`config.mk`:
```
export PLATFORM = sky130hd
export DESIGN_NAME = stoch_chan_src
export DESIGN_NICKNAME = d
export VERILOG_FILES = /design/src/rtl/stoch_chan_src.sv
export SDC_FILE = /design/constraint.sdc
export NUM_CORES = 1
export LEC_CHECK = 0
export ABC_AREA = 1
export ABC_CLOCK_PERIOD_IN_PS = 3900
export BUFFER_PORTS_ARGS = -buffer_cell sky130_fd_sc_hd__buf_2
export CAP_MARGIN = 20
export CELL_PAD_IN_SITES_DETAIL_PLACEMENT = 0
export CELL_PAD_IN_SITES_GLOBAL_PLACEMENT = 2
export CORE_ASPECT_RATIO = 1.2
export CORE_MARGIN = 2
export CORE_UTILIZATION = 33
export DETAILED_ROUTE_END_ITERATION = 8
export PLACE_DENSITY = 0.93
export SLEW_MARGIN = 30
export SYNTH_ARGS = -nofsm -noshare
export SYNTH_HDL_FRONTEND = slang
export SYNTH_SLANG_ARGS = --single-unit
```
`constraint.sdc`:
```
create_clock -name CLK -period 3.9 [get_ports CLK]
set_clock_uncertainty 0.1 [all_clocks]
set_input_delay 0 -clock CLK [delete_from_list [all_inputs] [get_ports CLK]]
set_output_delay 0 -clock CLK [all_outputs]
set_load 0.03 [all_outputs]
```
`src/rtl/stoch_chan_src.sv`:
```
// stoch_chan_src: channel-bit source for the stochastic decoder node array.
// Turns one quantized channel probability into a per-clock stochastic bit
// stream and supplies the pseudo-random SEL word used for edge-memory
// addressing. Each frame: load a probability, prime the edge memories, run
// the programmed number of decode cycles, then pulse DONE.
// Build option: SCS_SEPARATE_SEL_LFSR_EN gives SEL its own LFSR seeded with
// ~SEED; otherwise SEL is the comparator LFSR rotated by half its width.
module stoch_chan_src #(
  parameter int                LFSR_S  = 8,
  parameter int                PROB_W  = 8,
  parameter int                NCYC_W  = 16,
  parameter int                PRIME_N = 8,
  parameter logic [LFSR_S-1:0] SEED    = LFSR_S'(8'hA5)
) (
  input  logic              CLK,
  input  logic              INIT,
  input  logic              LOAD,
  input  logic [PROB_W-1:0] P_IN,
  input  logic [NCYC_W-1:0] NCYC,
  output logic              READY,
  output logic              c,
  output logic [LFSR_S-1:0] SEL,
  output logic              EM_INIT,
  output logic              BUSY,
  output logic              DONE
);

  // Feedback taps: x^8+x^6+x^5+x^4+1 or x^16+x^14+x^13+x^11+1.
  localparam logic [LFSR_S-1:0] TAPS =
    LFSR_S'((LFSR_S == 16) ? 16'hB400 : 16'h00B8);
  localparam int PCW = $clog2(PRIME_N + 1);

  // state | meaning
  // IDLE  | waiting for LOAD, READY high
  // PRIME | EM_INIT high for PRIME_N cycles
  // RUN   | decode cycles, cnt counts down to 1
  // FIN   | one-cycle DONE pulse
  typedef enum logic [1:0] {IDLE, PRIME, RUN, FIN} state_t;

  state_t              state_q, state_d;
  logic [LFSR_S-1:0]   lfsr_q;
  logic [PROB_W-1:0]   p_reg, p_next;
  logic [NCYC_W-1:0]   cnt_q;
  logic [PCW-1:0]      pcnt_q;
  logic                load_acc;
  logic                c_d;

  // Next-state decode and Moore outputs.
  always_comb begin
    state_d  = state_q;
    load_acc = 1'b0;
    READY    = 1'b0;
    EM_INIT  = 1'b0;
    BUSY     = 1'b0;
    DONE     = 1'b0;
    case (state_q)
      IDLE: begin
        READY = 1'b1;
        if (LOAD) begin
          load_acc = 1'b1;
          state_d  = PRIME;
        end
      end
      PRIME: begin
        EM_INIT = 1'b1;
        BUSY    = 1'b1;
        if (pcnt_q == '0) state_d = (cnt_q == '0) ? FIN : RUN;
      end
      RUN: begin
        BUSY = 1'b1;
        if (cnt_q == NCYC_W'(1)) state_d = FIN;
      end
      FIN: begin
        DONE    = 1'b1;
        state_d = IDLE;
      end
      default: state_d = IDLE;
    endcase
  end

  // The first c of a frame must already see the probability being loaded.
  always_comb begin
    p_next = load_acc ? P_IN : p_reg;
    c_d    = ((state_d == PRIME) || (state_d == RUN)) &&
             (lfsr_q[LFSR_S-1 -: PROB_W] < p_next);
  end

  // State register.
  always_ff @(posedge CLK) begin
    if (INIT) state_q <= IDLE;
    else      state_q <= state_d;
  end

  // Frame datapath: probability, cycle counters and the channel bit.
  always_ff @(posedge CLK) begin
    if (INIT) begin
      p_reg  <= '0;
      cnt_q  <= '0;
      pcnt_q <= '0;
      c      <= 1'b0;
    end else begin
      c <= c_d;
      if (load_acc) begin
        p_reg  <= P_IN;
        cnt_q  <= NCYC;
        pcnt_q <= PCW'(PRIME_N - 1);
      end else begin
        if ((state_q == PRIME) && (pcnt_q != '0)) pcnt_q <= pcnt_q - PCW'(1);
        if (state_q == RUN) cnt_q <= cnt_q - NCYC_W'(1);
      end
    end
  end

  // Comparator LFSR: free-running in every state, reseeds if it ever locks at zero.
  always_ff @(posedge CLK) begin
    if (INIT || (lfsr_q == '0)) lfsr_q <= SEED;
    else                        lfsr_q <= {lfsr_q[LFSR_S-2:0], ^(lfsr_q & TAPS)};
  end

`ifdef SCS_SEPARATE_SEL_LFSR_EN
  logic [LFSR_S-1:0] sel_q;

  // Independent address LFSR so SEL is uncorrelated with the comparator draw.
  always_ff @(posedge CLK) begin
    if (INIT || (sel_q == '0)) sel_q <= ~SEED;
    else                       sel_q <= {sel_q[LFSR_S-2:0], ^(sel_q & TAPS)};
  end

  assign SEL = sel_q;
`else
  assign SEL = {lfsr_q[LFSR_S/2-1:0], lfsr_q[LFSR_S-1:LFSR_S/2]};
`endif

endmodule

```
Word-level counts from Yosys, hierarchy flattened
Index checks and enable logic that the tools add are counted.

storage, ports and cells
  bits in registers = 39
  word-level logic and storage cells = 46

operators by class
  $add $sub $neg = 2
  $lt $le $gt $ge = 1
  equality and inequality tests = 6
  multiplexer cells = 16
  reductions and logical operators = 14

operators by type and width
  cell                     number
  $mux W16                 2
  $eq A16 B1 Y1 const B    1
  $logic_not A16 Y1        1
  $sub A16 B1 Y16 const B  1
  $logic_not A8 Y1         1
  $lt A8 B8 Y1             1
  $mux W8                  1
  $pmux W2 S4              1
  $reduce_xor A8 Y1        1
  $mux W1                  7
  $eq A2 B2 Y1 const B     3
  $mux W2                  3
  $mux W3                  2
  $eq A2 B1 Y1 const B     2
  $logic_not A4 Y1         1
  $reduce_bool A2 Y1       2
  $reduce_bool A4 Y1       1
  $reduce_or A2 Y1         2
  $sub A4 B1 Y4 const B    1
  $logic_and A1 B1 Y1      2
  $logic_not A2 Y1         1
  $logic_or A1 B1 Y1       2

Depth between registers and ports, before layout
Gate-level depths: netlist of the first run.

  depth after elaboration = 7
  depth in mapped cells = 13
  mapped depth without buffers = 13

Worst setup path before layout of the first run
No wires, ideal clock.

  kind = reg2reg
  start = register state_q[0]
  end = register c
  arrival = 2.049 ns
  path slack = 1.681 ns
  cell stages (with the launch flop) = 11
  clock period less this slack = 2.219 ns
  cells stage by stage = dfxtp_1 > inv_1 > ha_1 > nand2_2 > buf_2 > mux2i_1 > ha_1 > a21oi_1 > o211a_1 > nand2_1 > a21oi_1

on the way
  longest elaborated chain between the ends = 5
  elaborated cells between the ends (all ways) = 15
  those cells by class = order compare (1); eq/ne (5); mux (6); reduce/logical (3)

RTL lines
  element                                                    line    source
  start: declaration                                         40      state_t state_q, state_d;
  start signal: assignment                                   91      else state_q <= state_d;
  $logic_not A2 Y1 (tied with other cells)                   56      case (state_q)
  $mux W1 / $pmux W2 S4 (equally long branches)              56
  $mux W8 (tied with other cells)                            -
  $lt A8 B8 Y1 / $logic_or A1 B1 Y1 (equally long branches)  85, 84
  $logic_and A1 B1 Y1 *                                      84      c_d = ((state_d == PRIME) || (state_d == RUN)) &&
  end signal: assignment                                     100     c <= 1'b0;
  end signal: assignment                                     102     c <= c_d;
  end: declaration                                           21      output logic c,

Mark *: on every way between the ends. The rest lies on a longest branch, timed or not.
A chain may end at the register's enable or synchronous reset.

Worst setup path in the final report of the first run
  start = register state_q[0]
  end = register cnt_q[3]

on the way
  longest elaborated chain between the ends = 3
  elaborated cells between the ends (all ways) = 5
  those cells by class = eq/ne (1); mux (2); reduce/logical (2)

RTL lines
  element                                                line  source
  $logic_not A2 Y1                                       56
  $mux W1                                                56
  $mux W16 / $reduce_bool A2 Y1 (equally long branches)  -
  end signal: assignment                                 109   if (state_q == RUN) cnt_q <= cnt_q - NCYC_W'(1);
  end: declaration                                       43    logic [NCYC_W-1:0] cnt_q;

Several ways; a longest one is shown, not always the timed one.

==> results of run 1 <==
[critical path, cell delays in order, from the launching register on]
cell      delay, ns
dfxtp_1        0.38
inv_1          0.12
ha_1           0.24
nand2_2        0.09
inv_2          0.16
nor2_1         0.41
buf_4          0.24
inv_2          0.09
a221oi_1       0.31
nor2_1         0.07
[how the worst max path moves through the flow]
stage               slack (ns)  cells after the start  endpoint        from
floorplan                 1.68                     10         c  state_q[0]
global placement          1.65                      9  cnt_q[3]  state_q[0]
detailed placement        1.57                      9  cnt_q[3]  state_q[0]
CTS                       1.54                      9  cnt_q[3]  state_q[0]
global route              1.34                     11         c  state_q[0]
finish                    1.56                      9  cnt_q[3]  state_q[0]
[cells in the final DEF, fill, tap and decap left out, types with 12 or more instances in the layout]
cell           count
a21oi_1           18
buf_2             39
dfxtp_1           39
dlygate4sd3_1     21
ha_1              17
inv_1             39
nand2_1           73
nand3_1           17
nor2_1            48
o21ai_0           12
[metal layers]
| layer | wire, um | part of all wire [%] | vias to the layer above |
|---|---|---|---|
| met5 | 0 | 0 | - |
| met4 | 112 | 1.9 | 0 |
| met3 | 249 | 4.2 | 10 |
| met2 | 2955 | 50 | 53 |
| met1 | 2595 | 44 | 994 |
| li1 | - | - | 1165 |
[per-stage QoR]
stage / setup slack, ns / cells / cell area [um^2] / util, %
6_report: 1.561 / 474 / 2839 / 42.18
5_1_grt: 1.342 / 474 / 2839 / 42.18
4_1_cts: 1.543 / 474 / 2839 / 42.18
3_5_place_dp: 1.565 / 445 / 2536 / 37.68
3_3_place_gp: 1.652 / 445 / 2536 / 37.68
2_1_floorplan: 1.681 / 325 / 2253 / -
[kinds of logic (layout without fill, tap and decap cells)]
family,Yosys count,after routing,share of synthesized area (%)
AOI/OAI and AO/OA,47,47,12.10
xor gates and xnor gates,5,5,1.943
adders and majority gates,17,17,9.439
buffers and inverters,52,114,8.939
DFF,39,39,34.65
muxes,7,7,3.110
and+or+nand+nor,158,158,29.82
[cells in the mapped netlist, drive strengths merged (2+ instances only)]
cell type and n:
nor3 3, ha 17, a21oi 18, inv 43, dfxtp 39, clkbuf 3
a31oi 3, nor2 53, o21bai 2, nand4 4, mux2i 7, or2 3
o21ai 15, nand3 17, o211ai 4, xor2 4, nand2 76, buf 5
[area by class of cell]
class / count / area (um^2)
timing repair buffer: 62 / 420.4
clock buffer: 5 / 68.82
clock inverter: 3 / 23.77
inverter: 44 / 165.2
sequential: 39 / 780.7
tap: 87 / 108.9
fill: 733 / 3891
multi-input combinational: 234 / 1271
[power groups by stage]
stage / combinational (mW) / clock, mW / sequential [mW]
2_1_floorplan: 0.811 / 0 / 0.605
3_3_place_gp: 1.06 / 0 / 0.609
3_5_place_dp: 1.06 / 0 / 0.609
4_1_cts: 1.08 / 0.301 / 0.600
5_1_grt: 1.24 / 0.317 / 0.615
6_report: 1.07 / 0.292 / 0.599
==> key figures, run 1 <==
Run status
  – Status: complete, no violations

Power
  – PwrDens: about 700 nW/um^2
  – Sw Pwr: 0.9455 mW
  – Overall power: 1.961 mW
  – Switching Fraction: 48.21%
  – Clock network fraction of total power: about 15%
  – Int Pwr: 1.016 mW
  – Reg power frac: between 30% and 40%
  – VDD IR max: roughly 0.29 mV
  – Leakage dissipation: between 1 and 1.5 nW
  – Logic pwr share: 54.6%

Timing
  – Final min period: around 2.3 ns
  – Least-Margin Pin Slew: 0.5292 ns
  – Hold WS: 0.02494 ns
  – Max-slew violation count: 0
  – Worst rel slew slack: 64.72%
  – Fin crit share: about three fifths
  – Setup TNS Final: 0 ns
  – Hold Fails Final Rpt: 0
  – RSZ-0062 raised after global routing: no
  – Final setup fails: 0
  – Peak Freq: between 0.4 and 0.5 GHz

Synthesis
  – Flops & latches, synth: 39
  – Main synth FF type: dfxtp_1
  – Cell variety after synth: 34
  – Synthesized area per cell: between 6 and 7 um^2
  – Ys Warns: 0
  – Register area share after synthesis: between 30% and 40%
  – Post-synthesis async set-or-reset flop share: 0%
  – Largest area contributor in the netlist: dfxtp_1
  – Mapped Area: ~2300 um^2
  – Area contributors post-synth: dfxtp_1 35%, nand2_1 12%, ha_1 9.4%
  – Syn_nets: 369
  – Post-synth EDFFs: 0
  – Post-synth top area share: 34.65%
  – Synth Instances: about 330

Critical path
  – Crit end category: flip-flop
  – Crit path DAT: about 2.4 ns
  – R2R Setup Slk: roughly 1.6 ns
  – Worst reg2reg path endpoint: cnt_q[3]
  – Worst reg2reg path startpoint: state_q[0]
  – Worst R2R Path Depth: 9
  – Crit Path Max Fanout: 22
  – CP Class: flip-flop to flip-flop
  – Setup crit start kind: flip-flop
  – CP required: 3.98 ns

Floorplan
  – CORE AREA: between 6000 and 7000 um^2
  – Boundary Pins: 40
  – Die area: approximately 7500 um^2
  – Initial core utilization: 33.48%
  – Floorplan row count: 33
  – Die height: 94.52 um
  – Die W: 79.44 um

Placed design
  – Port-buffer cells: 39
  – Dpl hpwl: about 4400 um
  – Routability-driven placement congestion ratio: around 0.84

Detailed routing
  – Drc violations: 0
  – Antenna Nets Post-Route: 0
  – Vias/cell: between 4 and 5
  – Drt first pass iters: 4
  – DR iter-0 viols: 110
  – DRT Wirelength: 5913 um
  – Via count: between 2000 and 2500
  – Wire length per cell: ~12 um

Global route
  – Met1 Use GR: about a fifth
  – Met2 Track Usage GR: between 30 and 40%
  – Largest net degree at the start of global routing: 26
  – Vias in the first global route: approximately 2200
  – Met3 Usage GRT: under 10%
  – Layer with the highest usage: met2
  – GRT Util Overall: 17.26%
  – Global-route wire length before repair: between 10000 and 15000 um
  – Remaining global-route overflow: 0
  – Initial antenna violation count: 0

CTS
  – CTS Buf Count: 5
  – CTS root buffer: clkbuf_8
  – CTS Hold Bufs: 21
  – CTS tree: done
  – Clock latency on the worst-skew pair: around 0.30 ns
  – Clock sinks: 39
  – Maximum root-to-sink buffer count: 2
  – # H-tree levels: 2
  – CTS clock-pin slew for the worst setup and hold paths: about 0.09 ns
  – Setup Buffers After CTS: 0
  – Resized cells post-CTS: 0

Cells and area
  – Layout cells sized above 1: ~16%
  – Max reg flops: 16
  – Layout area overhead: 25.99%
  – Antenna cells: 0
  – NumNets Final: 430

Flow run
  – Max Cap Viol: 0

Min path
  – Worst hold stages: 5
  – Hold path endpoint: state_q[0]
  – Hold WC Path Type: primary input to flip-flop
  – Hold Crit Start: LOAD
Power figures use the tool's default switching activity.
==> run 2: changes to the inputs <==
- ABC_CLOCK_PERIOD_IN_PS: 3900 -> 1900
- CORE_UTILIZATION: 33 -> 27
- PLACE_DENSITY: 0.93 -> 0.83
- clock period: 3.9 -> 1.9 ns (I/O delays scaled with it)
==> run 2 against run 1 <==
Effect of this change: power up 120%; core utilization down 4.3 points; register-to-register slack worse by 1.5 ns; clock-buffer cell count up 2; via count up 3.5%; combinational power up 130%; critical path depth unchanged; global-route usage down 2.8 points; setup slack worse by 1.5 ns; sequential power up 110%; highest routed layer unchanged; flip-flop and latch count unchanged.
==> key figures, run 2 (synthesis results as in run 1) <==
Run status
  – Status: complete, no violations (unchanged)

Cells and area
  – Layout cells sized above 1: 20.44% (was 16.02%)
  – Antenna cells: 0 (unchanged)
  – Most frequent cells in the layout: 73 x nand2_1, 48 x nor2_1, 39 x buf_2, 37 x inv_1, 37 x dfxtp_1 (was 73 x nand2_1, 48 x nor2_1, 39 x inv_1, 39 x dfxtp_1, 39 x buf_2)
  – Post-Layout Inst Area: 3070 um^2 (was 2839 um^2)
  – Finished Layout Cells: 501 (was 474)
  – Layout area overhead: 36.26% (was 25.99%)
  – NumNets Final: 449 (was 430)
  – Most common cell after layout, fill and taps aside: nand2_1 (unchanged)
  – Max reg flops: 16 (unchanged)

Floorplan
  – Die area: 9096 um^2 (was 7508 um^2)
  – CORE AREA: 8108 um^2 (was 6730 um^2)
  – Initial core utilization: 27.79% (was 33.48%)
  – Die height: 104.1 um (was 94.52 um)
  – Boundary Pins: 40 (unchanged)
  – Die W: 87.40 um (was 79.44 um)
  – Floorplan row count: 36 (was 33)

Critical path
  – Setup crit start kind: flip-flop (unchanged)
  – Crit path DAT: 1.93 ns (was 2.42 ns)
  – CP Class: flip-flop to flip-flop (unchanged)
  – Crit Path Max Fanout: 6 (was 22)
  – Crit end category: flip-flop (unchanged)
  – CP required: 2.03 ns (was 3.98 ns)

CTS
  – CTS Buf Count: 5 (unchanged)
  – CTS root buffer: clkbuf_8 (unchanged)
  – CTS clock-pin slew for the worst setup and hold paths: 0.07 ns (was 0.09 ns)
  – CTS tree: done (unchanged)
  – # H-tree levels: 2 (unchanged)
  – Clock sinks: 39 (unchanged)
  – Maximum root-to-sink buffer count: 2 (unchanged)
  – Clock latency on the worst-skew pair: 0.30 ns (about the same)

Timing
  – Final min period: 1.802 ns (was 2.339 ns)
  – Fin crit share: 94.86% (was 59.98%)
  – RSZ-0062 raised after global routing: no (unchanged)
  – Peak Freq: 0.5549 GHz (was 0.4275 GHz)
  – Worst rel slew slack: 80.57% (was 64.72%)
  – Least-Margin Pin Slew: 0.2878 ns (was 0.5292 ns)
  – Final setup fails: 0 (unchanged)
  – Setup TNS Final: 0 ns (unchanged)
  – Max-slew violation count: 0 (unchanged)
  – Hold Fails Final Rpt: 0 (unchanged)

Detailed routing
  – DR iter-0 viols: 46 (was 110)
  – Via count: 2300 (was 2222)
  – Antenna Nets Post-Route: 0 (unchanged)
  – Vias/cell: 4.591 (was 4.688)
  – Wire length per cell: 12.62 um (was 12.47 um)
  – Drt first pass iters: 4 (unchanged)
  – DRT Wirelength: 6323 um (was 5913 um)
  – Drc violations: 0 (unchanged)

Global route
  – Vias in the first global route: 2242 (was 2189)
  – Global-route wire length before repair: 10430 um (was 10040 um)
  – GRT Util Overall: 14.48% (was 17.26%)
  – Initial antenna violation count: 0 (unchanged)
  – Largest net degree at the start of global routing: 17 (was 26)
  – Remaining global-route overflow: 0 (unchanged)

Power
  – PwrDens: 1416 nW/um^2 (was 690.8 nW/um^2)
  – Leakage dissipation: 1.544 nW (was 1.441 nW)
  – VDD IR max: 0.5068 mV (was 0.2889 mV)

Min path
  – Hold WC Path Type: primary input to flip-flop (unchanged)

Flow run
  – Max Cap Viol: 0 (unchanged)

Placed design
  – Routability-driven placement congestion ratio: 0.8102 (was 0.8372)
  – Port-buffer cells: 39 (unchanged)
  – # placed instances: 464 (was 445)
  – Dpl hpwl: 4788 um (was 4448 um)
  – DP Area: 2649 um^2 (was 2536 um^2)
[run 2: changes by cell type in the layout (fill, tap and decap cells not counted), sizes merged]
cell         previous run  this run
buf                    41        53
clkbuf                  5         7
dlygate4sd3            21        27
clkinvlp                2         1
nand2                  76        77
inv                    44        43
[run 2: layout make-up]
type,instances,area [um^2]
clock buffers,7,96.34
clock inverters,1,7.507
fillers,926,5037
inverters,44,165.2
multi-input cells,235,1329
flip-flops and latches,39,783.3
well taps,95,118.9
repair buffers,80,570.5
[run 2: repair_timing]
action	in CTS	in global routing
gates cloned	0	1
endpoints found under the hold margin	24	0
pin swaps	0	2
endpoints found under the setup margin	1	1
hold buffers	27	0
resized for setup	2	3
buffers inserted	0	1
[run 2: power breakdown]
part           total, mW  switching (mW)  internal (mW)
registers           1.24           0.202           1.04
clock network      0.644           0.313          0.331
logic               2.46            1.50          0.965
[run 2: worst paths after layout]
path | slack, ns | startpoint | cells past startpoint | end
worst max-delay path | 0.1 | state_q[1] | 9 | c
worst min-delay path | 0.05 | NCYC[11] | 4 | cnt_q[11]
worst max register to register | 0.1 | state_q[1] | 9 | c
worst min register to register | 0.38 | pcnt_q[0] | 2 | pcnt_q[0]
[run 2: worst max-delay path: stages, from the launching register on]
cell and delay, ns:
dfxtp_2 0.33, inv_2 0.06, ha_4 0.19, nand2_8 0.10, mux2i_1 0.25, ha_1 0.28
a21oi_1 0.13, o211a_1 0.15, nand2_1 0.05, a21oi_1 0.09
[run 2: routing by layer]
metal  part of all wire (%)  global-route usage, %  vias to the layer above
met1                     45                  17.82                     1040
met2                     50                  25.27                       44
li1                       -                      -                     1207
met5                      0                      0                        -
met3                    3.5                  2.460                        9
met4                    1.4                  4.286                        0
[run 2: stage by stage]
stage / util [%] / total power, mW / setup slack (ns) / hold WS [ns]
6_report: 37.87 / 4.346 / 0.09774 / 0.05120
5_1_grt: 37.87 / 4.774 / 0.0003950 / 0.07655
4_1_cts: 37.44 / 4.346 / 0.04942 / 0.04920
3_5_place_dp: 32.67 / 3.611 / 0.01181 / 0.1698
3_3_place_gp: 32.67 / 3.612 / 0.07223 / 0.1576
2_1_floorplan: - / 2.986 / 0.02116 / 0.05597
==> run 3: changes to the inputs <==
- ABC_AREA: 1 -> 0
- CORE_UTILIZATION: 27 -> 30
- PLACE_DENSITY: 0.83 -> 0.84
==> run 3 against run 2 <==
Effect of this change: the flow now finishes with violations (setup timing); global-route usage down 1.2 points; die area is 17% lower; cell count down 20%; critical path depth increased by 1; clock-buffer cell count decreased by 2; first-iteration DRC count is 26% lower; sequential power down 15%; maximum frequency is 21% lower; clock power shrank 8.7%; critical path type unchanged; largest power group unchanged.
==> key figures, run 3 <==
Timing
  – Final min period: 2.286 ns (was 1.802 ns)
  – Hold Fails Final Rpt: 0 (unchanged)
  – Peak Freq: 0.4374 GHz (was 0.5549 GHz)
  – RSZ-0062 raised after global routing: yes (was no)
  – Setup TNS Final: -0.3865 ns (was 0 ns)
  – Worst rel slew slack: 74.59% (was 80.57%)
  – Least-Margin Pin Slew: 0.3812 ns (was 0.2878 ns)
  – Final setup margin: -0.3865 ns (was 0.09774 ns)
  – Fin crit share: 120.3% (was 94.86%)
  – Final setup fails: 1 (was 0)
  – Max-slew violation count: 0 (unchanged)

Floorplan
  – Die area: 7511 um^2 (was 9096 um^2)
  – Die W: 79.45 um (was 87.40 um)
  – Boundary Pins: 40 (unchanged)
  – Die height: 94.54 um (was 104.1 um)
  – CORE AREA: 6730 um^2 (was 8108 um^2)
  – Initial core utilization: 30.45% (was 27.79%)
  – Floorplan row count: 33 (was 36)

Run status
  – Status: finished, violations left (was complete, no violations)
  – Failing checks: setup timing

Detailed routing
  – Drt first pass iters: 4 (unchanged)
  – DR iter-0 viols: 34 (was 46)
  – DRT Wirelength: 4801 um (was 6323 um)
  – Wire length per cell: 12.00 um (was 12.62 um)
  – Vias/cell: 4.535 (was 4.591)
  – Via count: 1814 (was 2300)
  – Drc violations: 0 (unchanged)
  – Antenna Nets Post-Route: 0 (unchanged)

Cells and area
  – Most common cell after layout, fill and taps aside: buf_2 (was nand2_1)
  – Max reg flops: 16 (unchanged)
  – NumNets Final: 356 (was 449)
  – Fillers: 676 (was 926)
  – Most frequent cells in the layout: 39 x buf_2, 36 x dfxtp_1, 30 x nor2_1, 28 x buf_4, 27 x dlygate4sd3_1 (was 73 x nand2_1, 48 x nor2_1, 39 x buf_2, 37 x inv_1, 37 x dfxtp_1)
  – Post-Layout Inst Area: 3100 um^2 (was 3070 um^2)
  – Layout area overhead: 51.28% (was 36.26%)
  – Layout cells sized above 1: 37.38% (was 20.44%)
  – Antenna cells: 0 (unchanged)

Critical path
  – CP Class: flip-flop to flip-flop (unchanged)
  – CP cell instances: inv_2, ha_4, and2_4, mux2i_4, ha_4, and4_4, a211o_1, a211oi_2, nand2b_1, mux2i_1 (was inv_2, ha_4, nand2_8, mux2i_1, ha_1, a21oi_1, o211a_1, nand2_1, a21oi_1)
  – Crit path DAT: 2.42 ns (was 1.93 ns)
  – Critical Path Most Common Cell: ha_4 (was a21oi_1)
  – Crit-path leading delay family: compound AO/OA/AOI/OAI gates (was adder cells)
  – Slowest cell on crit path: dfxtp_2 (unchanged)
  – Worst R2R Path Depth: 10 (was 9)
  – CP required: 2.03 ns (about the same)
  – Largest stage delay on the critical path: 0.33 ns (about the same)
  – Worst Path Buf+Inv: 1 (unchanged)
  – Crit end category: flip-flop (unchanged)
  – Crit Path Max Fanout: 3 (was 6)
  – Setup crit start kind: flip-flop (unchanged)
  – WP depth: 10 (was 9)

Flow run
  – Max Cap Viol: 0 (unchanged)

Synthesis
  – Commonest cells post-synth: 39 x dfxtp_1, 30 x nor2_1, 17 x ha_1, 14 x a211oi_1, 14 x xnor2_1 (was 73 x nand2_1, 48 x nor2_1, 39 x dfxtp_1, 39 x inv_1, 18 x a21oi_1)
  – Largest area contributor in the netlist: dfxtp_1 (unchanged)
  – Complex-gate fraction of the synthesized area: 14.22% (was 12.10%)
  – Main synth FF type: dfxtp_1 (unchanged)
  – Post-synth top area share: 38.10% (was 34.65%)
  – Post-synth EDFFs: 0 (unchanged)
  – Post-synthesis async set-or-reset flop share: 0% (unchanged)
  – Ys Warns: 0 (unchanged)
  – Xor and xnor fraction of the mapped netlist area: 7.692% (was 1.943%)
  – Mapped Area: 2049 um^2 (was 2253 um^2)
  – Cell variety after synth: 48 (was 34)
  – Synth Instances: 218 (was 325)
  – Syn_nets: 262 (was 369)
  – Post-synthesis adder-cell area fraction: 10.38% (was 9.439%)
  – Most common cell in the netlist: dfxtp_1 (was nand2_1)
  – Register area share after synthesis: 38.10% (was 34.65%)
  – Multiplexer area fraction after synthesis: 3.907% (was 3.109%)
  – Area contributors post-synth: dfxtp_1 38%, ha_1 10%, xnor2_1 6.0% (was dfxtp_1 35%, nand2_1 12%, ha_1 9.4%)
  – Synthesized area per cell: 9.401 um^2 (was 6.934 um^2)
  – Simple-gate area share of the yosys netlist: 22.34% (was 29.82%)
  – Flops & latches, synth: 39 (unchanged)
  – Largest family of logic cells by synthesized area: simple AND/OR/NAND/NOR gates (unchanged)

Power
  – Sw Pwr: 0.9749 mW (was 2.011 mW)
  – Reg power frac: 38.4% (was 28.6%)
  – Overall power: 2.738 mW (was 4.346 mW)
  – Switching Fraction: 35.61% (was 46.28%)
  – Int Pwr: 1.763 mW (was 2.335 mW)
  – Leakage dissipation: 1.254 nW (was 1.544 nW)
  – PwrDens: 883.1 nW/um^2 (was 1416 nW/um^2)
  – Clock network fraction of total power: 21.5% (was 14.8%)
  – Logic pwr share: 40.1% (was 56.6%)
  – VDD IR max: 0.3796 mV (was 0.5068 mV)

Global route
  – Remaining global-route overflow: 0 (unchanged)
  – Initial antenna violation count: 0 (unchanged)
  – Vias in the first global route: 1778 (was 2242)
  – Largest net degree at the start of global routing: 26 (was 17)
  – GRT Util Overall: 13.31% (was 14.48%)
  – Global-route wire length before repair: 7969 um (was 10430 um)

CTS
  – Clock sinks: 39 (unchanged)
  – # H-tree levels: 2 (unchanged)
  – Maximum root-to-sink buffer count: 2 (unchanged)
  – CTS clock-pin slew for the worst setup and hold paths: 0.09 ns (was 0.07 ns)
  – CTS Buf Count: 5 (unchanged)
  – CTS tree: done (unchanged)
  – Clock latency on the worst-skew pair: 0.29 ns (was 0.30 ns)
  – CTS root buffer: clkbuf_8 (unchanged)

Placed design
  – Dpl hpwl: 3480 um (was 4788 um)
  – DP Area: 2519 um^2 (was 2649 um^2)
  – Routability-driven placement congestion ratio: 0.7494 (was 0.8102)
  – Port-buffer cells: 39 (unchanged)

Min path
  – Worst hold stages: 3 (was 4)
  – Hold WC Path Type: primary input to flip-flop (unchanged)
==> run 3: cell count changes after synthesis, moves of 5 or more <==
cell      change
nor2_1       -18
inv_1        -30
nand3_1      -16
xnor2_1      +13
a211oi_1     +14
nand2_1      -61
o21ai_0       -9
clkbuf_1      +5
a21oi_1      -11
==> run 3: cells by family (layout without fill, tap and decap cells) <==
| group | after synthesis | count (layout) |
|---|---|---|
| simple gates | 78 | 78 |
| compound gates | 40 | 40 |
| flops | 39 | 39 |
| xor+xnor | 18 | 18 |
| buf+inv | 18 | 113 |
| fa+ha+maj | 17 | 17 |
| mux | 8 | 8 |
==> run 3: worst reg2reg max path: cells and delay by family, from the launching register on <==
kind / cells / cell delay [ns]
flip-flops: 1 / 0.33
buffers and inverters: 1 / 0.07
AND/OR/NAND/NOR: 3 / 0.44
multiplexers: 2 / 0.38
AO/OA/AOI/OAI: 2 / 0.50
adder cells (fa/ha/maj): 2 / 0.41
==> run 3: area by class of cell <==
| type | instances | area, um^2 | share of cell area (%) |
|---|---|---|---|
| Clock inverter | 3 | 25.02 | 0.8071 |
| Clock buffer | 5 | 68.82 | 2.220 |
| Multi-Input combinational cell | 161 | 1381 | 44.55 |
| Timing Repair Buffer | 96 | 698.2 | 22.52 |
| Inverter | 9 | 33.78 | 1.090 |
| Tap cell | 87 | 108.9 | 3.511 |
| Sequential cell | 39 | 784.5 | 25.30 |
==> run 3: worst paths after layout <==
check | startpoint | end | slack, ns
min | P_IN[0] | p_reg[0] | 0.02
max reg2reg | state_q[1] | c | -0.39
min reg2reg | lfsr_q[4] | lfsr_q[5] | 0.40
max | state_q[1] | c | -0.39
==> run 3: metrics by stage <==
stage	util, %	hold WS [ns]	instances	worst slack, ns
floorplan	-	0.03605	218	-0.4398
finish	46.07	0.02004	400	-0.3865
detailed placement	37.42	0.1569	358	-0.4035
global route	46.07	0.03294	400	-0.5045
global placement	37.42	0.1451	358	-0.3331
CTS	43.80	0.01137	396	-0.3125
==> run 3: what timing repair did <==
item,4_1_cts,5_1_grt
endpoints found under the hold margin,28,0
resized for setup,7,25
pin swaps,4,12
buffers inserted,1,6
endpoints found under the setup margin,1,13
hold buffers,29,0
==> run 3: metal layers <==
layer	wire length, um	track usage [%]	share of wire [%]
met1	2151	15.27	45
met2	2419	24.16	50
met3	173	3.346	3.6
met4	57	3.879	1.2
met5	0	0	0
==> run 3: power by group through the flow <==
stage                     sequential, mW  combinational, mW  clock [mW]
after global placement              1.06              0.892           0
after global routing                1.07               1.22       0.644
after detailed placement            1.06              0.904           0
final                               1.05               1.10       0.588
after CTS                           1.04              0.998       0.610
after floorplan                     1.08              0.590           0
